<file path="src/rtl/cpu_pkg.sv">
// ---------------------------------------------------------------------------
// cpu_pkg
// Shared CPU-side constants and the register-dump FSM state encoding.
//   REG_NUM     : number of architectural registers
//   REG_ADDR_W  : register index width
//   DATA_W      : register data width
//   dump_state_e: IDLE / READ / SEND / DONE for reg_dump_reader
// ---------------------------------------------------------------------------
package cpu_pkg;

  localparam int unsigned REG_NUM    = 32;
  localparam int unsigned REG_ADDR_W = 5;
  localparam int unsigned DATA_W     = 32;

  typedef enum logic [1:0] {
    IDLE = 2'd0,
    READ = 2'd1,
    SEND = 2'd2,
    DONE = 2'd3
  } dump_state_e;

endpackage

</file>
<file path="src/rtl/reg_dump_reader_if.sv">
// ---------------------------------------------------------------------------
// reg_dump_reader_if
// Bundles the control, register-file read port and stream signals of the
// register dump reader.
//   master : the dump reader itself (drives address, stream and status)
//   slave  : the board side (drives start/abort, read data and ready)
// Signals:
//   start_i/abort_i     dump request / abort
//   rR_o/rD_i           register-file read port 2 address / data
//   dout_o/idx_o        stream word value / register index
//   valid_o/ready_i     stream handshake
//   busy_o/done_o       status
// ---------------------------------------------------------------------------
interface reg_dump_reader_if;
  import cpu_pkg::*;

  logic                  start_i;
  logic                  abort_i;
  logic [REG_ADDR_W-1:0] rR_o;
  logic [DATA_W-1:0]     rD_i;
  logic [DATA_W-1:0]     dout_o;
  logic [REG_ADDR_W-1:0] idx_o;
  logic                  valid_o;
  logic                  ready_i;
  logic                  busy_o;
  logic                  done_o;

  modport master (
    input  start_i, abort_i, rD_i, ready_i,
    output rR_o, dout_o, idx_o, valid_o, busy_o, done_o
  );

  modport slave (
    output start_i, abort_i, rD_i, ready_i,
    input  rR_o, dout_o, idx_o, valid_o, busy_o, done_o
  );

endinterface

</file>
<file path="src/rtl/reg_dump_reader.sv">
// ---------------------------------------------------------------------------
// reg_dump_reader
// Walks registers FIRST_REG..LAST_REG through register-file read port 2 and
// streams each (index, value) pair over a valid/ready handshake.
// Ports:
//   clk_i      system clock, rising edge
//   reset_n_i  asynchronous active-low reset
//   bus        reg_dump_reader_if.master (control, read port, stream, status)
// Parameters:
//   FIRST_REG  first register index dumped
//   LAST_REG   last register index dumped (FIRST_REG..REG_NUM-1)
// ---------------------------------------------------------------------------
module reg_dump_reader
  import cpu_pkg::*;
#(
  parameter int unsigned FIRST_REG = 0,
  parameter int unsigned LAST_REG  = 31
) (
  input  logic                 clk_i,
  input  logic                 reset_n_i,
  reg_dump_reader_if.master    bus
);

  // Reject an empty or out-of-range dump window at elaboration.
  if ((FIRST_REG > LAST_REG) || (LAST_REG >= REG_NUM)) begin : g_bad_range
    $error("reg_dump_reader: illegal range FIRST_REG=%0d LAST_REG=%0d",
           FIRST_REG, LAST_REG);
  end

  localparam logic [REG_ADDR_W-1:0] FIRST_IDX = REG_ADDR_W'(FIRST_REG);
  localparam logic [REG_ADDR_W-1:0] LAST_IDX  = REG_ADDR_W'(LAST_REG);

  dump_state_e           state_r;
  logic [REG_ADDR_W-1:0] cnt_r;
  logic [DATA_W-1:0]     dout_r;
  logic [REG_ADDR_W-1:0] idx_r;
  logic                  valid_r;
  logic                  done_r;
  logic                  accept_s;

  // Stream word is consumed on a valid/ready handshake.
  assign accept_s = valid_r & bus.ready_i;

  // The counter doubles as the read address; it is cleared whenever the FSM
  // returns to IDLE so the port sees address 0 while the reader is idle.
  assign bus.rR_o    = cnt_r;
  assign bus.dout_o  = dout_r;
  assign bus.idx_o   = idx_r;
  assign bus.valid_o = valid_r;
  assign bus.done_o  = done_r;
  assign bus.busy_o  = (state_r != IDLE);

  // Dump FSM with index counter and stream output registers.
  always_ff @(posedge clk_i or negedge reset_n_i) begin
    if (!reset_n_i) begin
      state_r <= IDLE;
      cnt_r   <= '0;
      dout_r  <= '0;
      idx_r   <= '0;
      valid_r <= 1'b0;
      done_r  <= 1'b0;
    end else begin
      done_r <= 1'b0;
      if ((state_r != IDLE) && bus.abort_i) begin
        // Abort wins over any transition; a pending word is dropped.
        state_r <= IDLE;
        cnt_r   <= '0;
        valid_r <= 1'b0;
      end else begin
        case (state_r)
          IDLE: begin
            // Abort alongside start keeps the reader idle.
            if (bus.start_i && !bus.abort_i) begin
              cnt_r   <= FIRST_IDX;
              state_r <= READ;
            end else begin
              state_r <= IDLE;
            end
          end
          READ: begin
            dout_r  <= bus.rD_i;
            idx_r   <= cnt_r;
            valid_r <= 1'b1;
            state_r <= SEND;
          end
          SEND: begin
            if (accept_s) begin
              valid_r <= 1'b0;
              // Compare before incrementing so LAST_IDX=31 never wraps.
              if (cnt_r == LAST_IDX) begin
                done_r  <= 1'b1;
                state_r <= DONE;
              end else begin
                cnt_r   <= cnt_r + 5'd1;
                state_r <= READ;
              end
            end else begin
              state_r <= SEND;
            end
          end
          DONE: begin
            cnt_r   <= '0;
            state_r <= IDLE;
          end
          default: begin
            cnt_r   <= '0;
            valid_r <= 1'b0;
            state_r <= IDLE;
          end
        endcase
      end
    end
  end

endmodule

</file>
<file path="src/flat_wrapper.sv">
// flat-port wrapper written by rule: the top's interface ports become plain ports
module reg_dump_reader_flat import cpu_pkg::*;
#(
  parameter int unsigned FIRST_REG = 0,
  parameter int unsigned LAST_REG  = 31
)
  (clk_i, reset_n_i, bus_start_i, bus_abort_i, bus_rD_i, bus_ready_i, bus_rR_o, bus_dout_o, bus_idx_o, bus_valid_o, bus_busy_o, bus_done_o);
  reg_dump_reader_if bus_i ();
  input  logic clk_i;
  input  logic reset_n_i;
  input wire logic [$bits(bus_i.start_i)-1:0] bus_start_i;
  input wire logic [$bits(bus_i.abort_i)-1:0] bus_abort_i;
  input wire logic [$bits(bus_i.rD_i)-1:0] bus_rD_i;
  input wire logic [$bits(bus_i.ready_i)-1:0] bus_ready_i;
  output wire logic [$bits(bus_i.rR_o)-1:0] bus_rR_o;
  output wire logic [$bits(bus_i.dout_o)-1:0] bus_dout_o;
  output wire logic [$bits(bus_i.idx_o)-1:0] bus_idx_o;
  output wire logic [$bits(bus_i.valid_o)-1:0] bus_valid_o;
  output wire logic [$bits(bus_i.busy_o)-1:0] bus_busy_o;
  output wire logic [$bits(bus_i.done_o)-1:0] bus_done_o;
  assign bus_i.start_i = bus_start_i;
  assign bus_i.abort_i = bus_abort_i;
  assign bus_i.rD_i = bus_rD_i;
  assign bus_i.ready_i = bus_ready_i;
  assign bus_rR_o = bus_i.rR_o;
  assign bus_dout_o = bus_i.dout_o;
  assign bus_idx_o = bus_i.idx_o;
  assign bus_valid_o = bus_i.valid_o;
  assign bus_busy_o = bus_i.busy_o;
  assign bus_done_o = bus_i.done_o;
  reg_dump_reader #(.FIRST_REG(FIRST_REG), .LAST_REG(LAST_REG)) u_core (.clk_i(clk_i), .reset_n_i(reset_n_i), .bus(bus_i));
endmodule
</file>
<file path="config.mk">
export PLATFORM = sky130hd
export DESIGN_NAME = reg_dump_reader_flat
export DESIGN_NICKNAME = d
export VERILOG_FILES = /design/src/rtl/cpu_pkg.sv /design/src/rtl/reg_dump_reader_if.sv /design/src/rtl/reg_dump_reader.sv /design/src/flat_wrapper.sv
export SDC_FILE = /design/constraint.sdc
export NUM_CORES = 1
export LEC_CHECK = 0
export ABC_AREA = 1
export CORE_UTILIZATION = 40
export DETAILED_ROUTE_END_ITERATION = 16
export PLACE_DENSITY = 0.83
export SYNTH_ARGS = -nofsm -noshare
export SYNTH_HDL_FRONTEND = slang
export SYNTH_SLANG_ARGS = --single-unit
</file>
<file path="constraint.sdc">
create_clock -name clk_i -period 3.3 [get_ports clk_i]
set_input_delay 0.66 -clock clk_i [delete_from_list [all_inputs] [get_ports clk_i]]
set_output_delay 0.66 -clock clk_i [all_outputs]
set_load 0.005 [all_outputs]
</file>
==> results.json, run 1 <==
{
  "status": "complete, no violations",
  "initialDrtViolationCount": 60,
  "crit_end": "bus_busy_o",
  "n_antenna_cell": 0,
  "rsz0062_at_grt": "no",
  "finClkSkew_ps": 4.345,
  "tightestPinTransition_ps": 1005,
  "min_period_ps": 2285,
  "core_um2": 4848,
  "ys_types": 21,
  "peakVddDrop_mv": 0.4051,
  "swShare_pct": 33.68,
  "slew_violations": 0,
  "syn2layout_area_growth_pct": 46.20,
  "synth_area_per_cell_um2": 8.764,
  "async_flop_share_pct": 100.0,
  "synth_warnings": 0,
  "synth_commonest_cells": "nand2_1 (91), dfrtp_1 (46), nand3_1 (36)",
  "internal_power_mw": 1.669,
  "fillers": 435,
  "synth_cells": 237,
  "firstDrtPassIters": 4,
  "clk_pin_slew_ps": 90,
  "wire_per_inst_um": 12.40,
  "hpwl_um": 3285,
  "synth_edf_count": 0,
  "holdCritPathClass": "reg -> reg",
  "r2r-start": "u_core.state_r[1]",
  "tns_ps": 0,
  "ff_latch_area_um2": 1151,
  "cts_made_buffers": 5,
  "syn_area_um2": 2077,
  "numPortBuffers": 81,
  "startpoint": "u_core.state_r[0]",
  "p_comb_share_pct": 43.5,
  "finalSetupViolCount": 0,
  "die_h_um": 74.06,
  "htreeDepth": 2,
  "reg2reg_slack_ps": 1180,
  "timing.rr.end": "u_core.bus.idx_o[0]",
  "grt_pass1_vias": 1791,
  "drc_errors": 0,
  "cp_max_fo": 4,
  "ys_seq_area_share_pct": 55.42,
  "grt_overflow": 0,
  "fin_area_um2": 3037,
  "synth.net_count": 280,
  "hold_buffers": 0,
  "hold_ws_ps": 475.7,
  "finalHoldViolCount": 0,
  "setup_slack_ps": 1015,
  "gp_congestion": 0.8102,
  "yosys-top-cells-area": "dfrtp_1 (55%), nand2_1 (16%), nand3_1 (8.7%), ha_1 (3.6%), inv_1 (2.0%)",
  "cts_resized": 0,
  "grt_max_degree": 47,
  "grt_pass1_wl_um": 7797,
  "cp.arrival_ps": 1620,
  "start_util_pct": 42.84,
  "pin_count": 82,
  "multi_input_area_um2": 793.3,
  "p_per_area_nw_per_um2": 828.9,
  "clockBufferDepth": 2,
  "dpl_cell_area_um2": 2894,
  "fmax_mhz": 437.7,
  "ys_ff_latch": 46,
  "power.leakage_nw": 1.499,
  "switchingPower_mw": 0.8478,
  "cp-start-kind": "flip-flop",
  "clk_latency_ps": 290,
  "yosysTopAreaCellShare_pct": 55.42,
  "rows": 25,
  "cp-end-kind": "output pin",
  "fin_nets": 357,
  "tritoncts": "built",
  "yosysMostFrequentCell": "nand2_1",
  "die_area_um2": 5485,
  "reg2reg_depth": 7,
  "yosys.area.top_type": "dfrtp_1",
  "post-cts-setup-buffer-count": 0,
  "antenna_found_initial": 0,
  "drive_gt1_share_pct": 6.667,
  "cp_data_required_time_ps": 2640,
  "vias": 1820,
  "vias_per_cell": 4.764,
  "grt_use_total_pct": 18.25,
  "period_share_pct": 69.23,
  "cts-root-buf": "clkbuf_8",
  "place_ws_ps": 825.5,
  "finalWirelength_um": 4735,
  "cts.sink_count": 46,
  "ant_nets": 0,
  "slew_headroom_pct": 33.00,
  "p_seq_share_pct": 36.3,
  "drv_cap": 0,
  "ys.flop_type": "dfrtp_1",
  "power_frac_clock_pct": 20.2,
  "criticalPathCategory": "reg -> out",
  "fp.dieW_um": 74.06
}
==> state kept, by name, indices dropped and copies added (netlist names) <==
register            cells
u_core.state_r          2
u_core.bus.done_o       1
u_core.bus.valid_o      1
u_core.bus.rR_o         5
u_core.bus.idx_o        5
u_core.bus.dout_o      32
==> power groups by stage <==
stage / clock network, mW / logic (mW) / registers (mW)
after floorplan: 0 / 0.550 / 0.923
after global placement: 0 / 1.07 / 0.918
after detailed placement: 0 / 1.10 / 0.922
after CTS: 0.517 / 1.11 / 0.916
after global routing: 0.541 / 1.22 / 0.945
final: 0.508 / 1.09 / 0.915
==> cell families (layout without fill, tap and decap cells) <==
| kind of cell | after synthesis | count (layout) | synth area share (%) |
|---|---|---|---|
| AOI/OAI and AO/OA | 15 | 15 | 4.217 |
| adders and majority gates | 6 | 6 | 3.614 |
| buffers and inverters | 26 | 104 | 6.385 |
| DFF | 46 | 46 | 55.42 |
| and+or+nand+nor | 144 | 144 | 30.36 |
==> critical path: stages (launching register included) <==
cell and delay, ps:
dfrtp_1 410, inv_1 80, ha_1 240, inv_2 100
clkdlybuf4s50_1 500
==> how the worst min path moves through the flow <==
stage / from / endpoint / slack (ps) / depth (start not counted)
finish: u_core.bus.dout_o[21] / u_core.bus.dout_o[21] / 480 / 2
global route: u_core.bus.dout_o[9] / u_core.bus.dout_o[9] / 500 / 2
CTS: u_core.bus.dout_o[17] / u_core.bus.dout_o[17] / 480 / 2
detailed placement: u_core.bus.dout_o[21] / u_core.bus.dout_o[21] / 460 / 2
global placement: u_core.bus.dout_o[24] / u_core.bus.dout_o[24] / 460 / 2
floorplan: reset_n_i / u_core.bus.done_o / 360 / 0
==> per-stage QoR <==
step | power [mW] | std cells | util (%)
floorplan | 1.473 | 237 | -
global placement | 1.990 | 374 | 59.69
detailed placement | 2.026 | 374 | 59.69
CTS | 2.542 | 382 | 62.63
finish | 2.517 | 382 | 62.63
global route | 2.710 | 382 | 62.63
==> metal layers <==
| layer | up-vias | track usage, % | wire length (um) |
|---|---|---|---|
| met5 | - | 0 | 0 |
| met4 | 0 | 1.923 | 6 |
| li1 | 905 | - | - |
| met3 | 2 | 4.336 | 280 |
| met1 | 847 | 23.04 | 2192 |
| met2 | 66 | 32.83 | 2255 |
==> placed cells by master (no fill, tap or decap) <==
master | synthesis | final
nor2_4 | 1 | 1
inv_1 | 11 | 11
o21bai_1 | 5 | 5
buf_4 | 1 | 1
clkdlybuf4s50_1 | 0 | 80
nand3_1 | 36 | 36
clkbuf_8 | 0 | 6
buf_2 | 7 | 1
nand2_4 | 2 | 2
o21ai_0 | 3 | 3
o21ai_1 | 6 | 6
nor3_2 | 1 | 1
a21oi_1 | 1 | 1
dfrtp_1 | 46 | 46
nand2_2 | 3 | 3
nor2_1 | 8 | 8
nand4_1 | 1 | 1
inv_2 | 3 | 3
bufinv_16 | 0 | 2
ha_1 | 6 | 6
nand3_2 | 1 | 1
nand2_1 | 91 | 91
==> cell type report <==
type	count	share of cell area, %
inverters	14	1.731
multi-input cells	165	26.12
flip-flops and latches	46	37.91
clock buffers	6	2.719
clock inverters	2	1.978
repair buffers	82	26.78
well taps	67	2.761
No activity file was read; power rests on OpenSTA's default activity.
==> inputs of run 2 (changes only) <==
CORE_UTILIZATION = 39   (was 40)
PLACE_DENSITY = 0.84   (was 0.83)
clock period = 2 ns   (was 3.3 ns; I/O delays follow)
==> run 2 against run 1 <==
- flip-flop and latch count unchanged
- clock power increased by 22%
- count of clock-buffer cells in the layout is 1 higher
- via count up 2.6%
- cell area grew 1.1%
- sequential power is 63% higher
- utilization down 2.5 points
- die area increased by 2.5%
- non-clock buffer count up 7
- sequential share of layout area shrank 0.42 points
- highest routed layer unchanged
==> results.json, run 2 (synthesis results as in run 1) <==
{
  "status": "complete, no violations",
  "cts-root-buf": "clkbuf_8",
  "period_share_pct": 84.66,
  "start_util_pct": 40.67,
  "clockBufferDepth": 2,
  "drc_errors": 0,
  "cp_num_buf_inv": 1,
  "final_cell_mix": "nand2_1 (91), clkdlybuf4s50_1 (79), dfrtp_1 (46)",
  "fin_nets": 364,
  "fin_cells": 392,
  "ant_nets": 0,
  "finish.utilization_pct": 60.12,
  "cp.arrival_ps": 1290,
  "criticalPathCategory": "reg -> out",
  "htreeDepth": 2,
  "tightestPinTransition_ps": 529.2,
  "initialDrtViolationCount": 92,
  "mostFrequentLayoutCell": "nand2_1",
  "die_h_um": 74.98,
  "reg2reg_slack_ps": 310,
  "cp-end-kind": "output pin",
  "fmax_mhz": 590.6,
  "firstDrtPassIters": 4,
  "drive_gt1_share_pct": 8.696,
  "peakVddDrop_mv": 0.6043,
  "finalWirelength_um": 5130,
  "slew_violations": 0,
  "numPortBuffers": 81,
  "min_period_ps": 1693,
  "gp_congestion": 0.8931,
  "rows": 26,
  "power.leakage_nw": 1.530,
  "die_area_um2": 5621,
  "worst_path_largest_cell_delay_ps": 550,
  "holdCritPathClass": "in -> async",
  "p_total_mw": 4.031,
  "fp.dieW_um": 74.98,
  "cp.depth": 1,
  "crit_path_top_delay_cell": "clkdlybuf4s50_1",
  "cp-start-kind": "flip-flop",
  "vias_per_cell": 4.765,
  "clk_latency_ps": 290,
  "reg2reg_depth": 11,
  "critical-path-top-delay-family": "buffers and inverters",
  "grt_pass1_vias": 1836,
  "largest_reg_flops": 32,
  "cp_max_fo": 6,
  "tns_ps": 0,
  "finClkSkew_ps": 5.437,
  "r2r-start": "u_core.bus.rR_o[0]",
  "hpwl_um": 3743,
  "grt_max_degree": 30,
  "drv_cap": 0,
  "cts_made_buffers": 5,
  "cp_data_required_time_ps": 1600,
  "cts.sink_count": 46,
  "finalSetupViolCount": 0,
  "grt_pass1_wl_um": 8280,
  "pin_count": 82,
  "startpoint": "u_core.bus.rR_o[0]",
  "grt_use_total_pct": 19.79,
  "dpl.cell_count": 382,
  "clk_pin_slew_ps": 80,
  "slew_headroom_pct": 64.72,
  "finalHoldViolCount": 0,
  "worstPathCellList": "clkdlybuf4s50_1",
  "hold_buffers": 0,
  "syn2layout_area_growth_pct": 47.83,
  "timing.rr.end": "u_core.bus.rR_o[0]",
  "n_antenna_cell": 0,
  "antenna_found_initial": 0,
  "vias": 1868,
  "p_per_area_nw_per_um2": 1313,
  "wire_per_inst_um": 13.09,
  "rsz0062_at_grt": "no",
  "core_um2": 5107,
  "grt_overflow": 0,
  "tritoncts": "built"
}
==> run 2: changes by cell type in the layout (fill, tap and decap cells not counted), sizes merged <==
cell,delta
buf,+7
clkbuf,+1
clkinv,+1
dlymetal6s2s,+1
clkdlybuf4s50,-1
bufinv,-2
==> run 2: worst register-to-register path, cell delays in order, from the launching register on <==
cell     delay [ps]
dfrtp_1         450
ha_1            240
nand2_1          80
nor2_1           60
ha_1            190
nand2_1          70
inv_1            40
nand2_1         100
nand2_4          90
nor2_4          160
nand2_1          80
nand2_1          70
==> run 2: through the flow <==
stage | area (um2) | setup WS [ps] | hold slack [ps]
floorplan | 2077 | 507.2 | 104.4
global placement | 2948 | 342.6 | 401.7
detailed placement | 2948 | 286.1 | 412.5
CTS | 3068 | 50.16 | 81.37
global route | 3070 | 139.4 | 105.5
finish | 3070 | 306.8 | 74.87
==> run 2: cell type report <==
| type | count | area [um2] |
|---|---|---|
| fill | 465 | 2037 |
| sequential | 46 | 1151 |
| timing repair buffer | 89 | 880.8 |
| multi-input combinational | 165 | 793.3 |
| clock buffer | 7 | 96.34 |
| tap | 70 | 87.58 |
| inverter | 14 | 52.55 |
| clock inverter | 1 | 8.758 |
==> run 2: worst max path at each step <==
stage                                    end
final                            bus_rR_o[0]
after global routing      u_core.bus.rR_o[0]
after global placement            bus_busy_o
after detailed placement  u_core.bus.rR_o[0]
after CTS                         bus_busy_o
after floorplan           u_core.bus.rR_o[0]
==> run 2: where the power goes <==
group          switching (mW)  leakage (nW)  internal [mW]  total (mW)
clock network           0.302        0.0544          0.317       0.619
logic                   0.929         0.885          0.994        1.92
registers               0.201         0.590           1.29        1.49
total                    1.43          1.53           2.60        4.03
==> run 2: repair_timing <==
action / CTS / global route
gates resized for setup: 0 / 1
hold endpoints to repair: 0 / 0
setup buffers: 2 / 0
setup endpoints to repair: 1 / 1
==> run 2: layer usage <==
layer / wire (um) / part of all wire, % / GRT usage [%] / vias to the layer above
li1: - / - / - / 921
met1: 2149 / 42 / 23.03 / 876
met2: 2591 / 51 / 35.84 / 67
met3: 343 / 6.7 / 4.685 / 4
met4: 45 / 0.88 / 6.499 / 0
met5: 0 / 0 / 0 / -
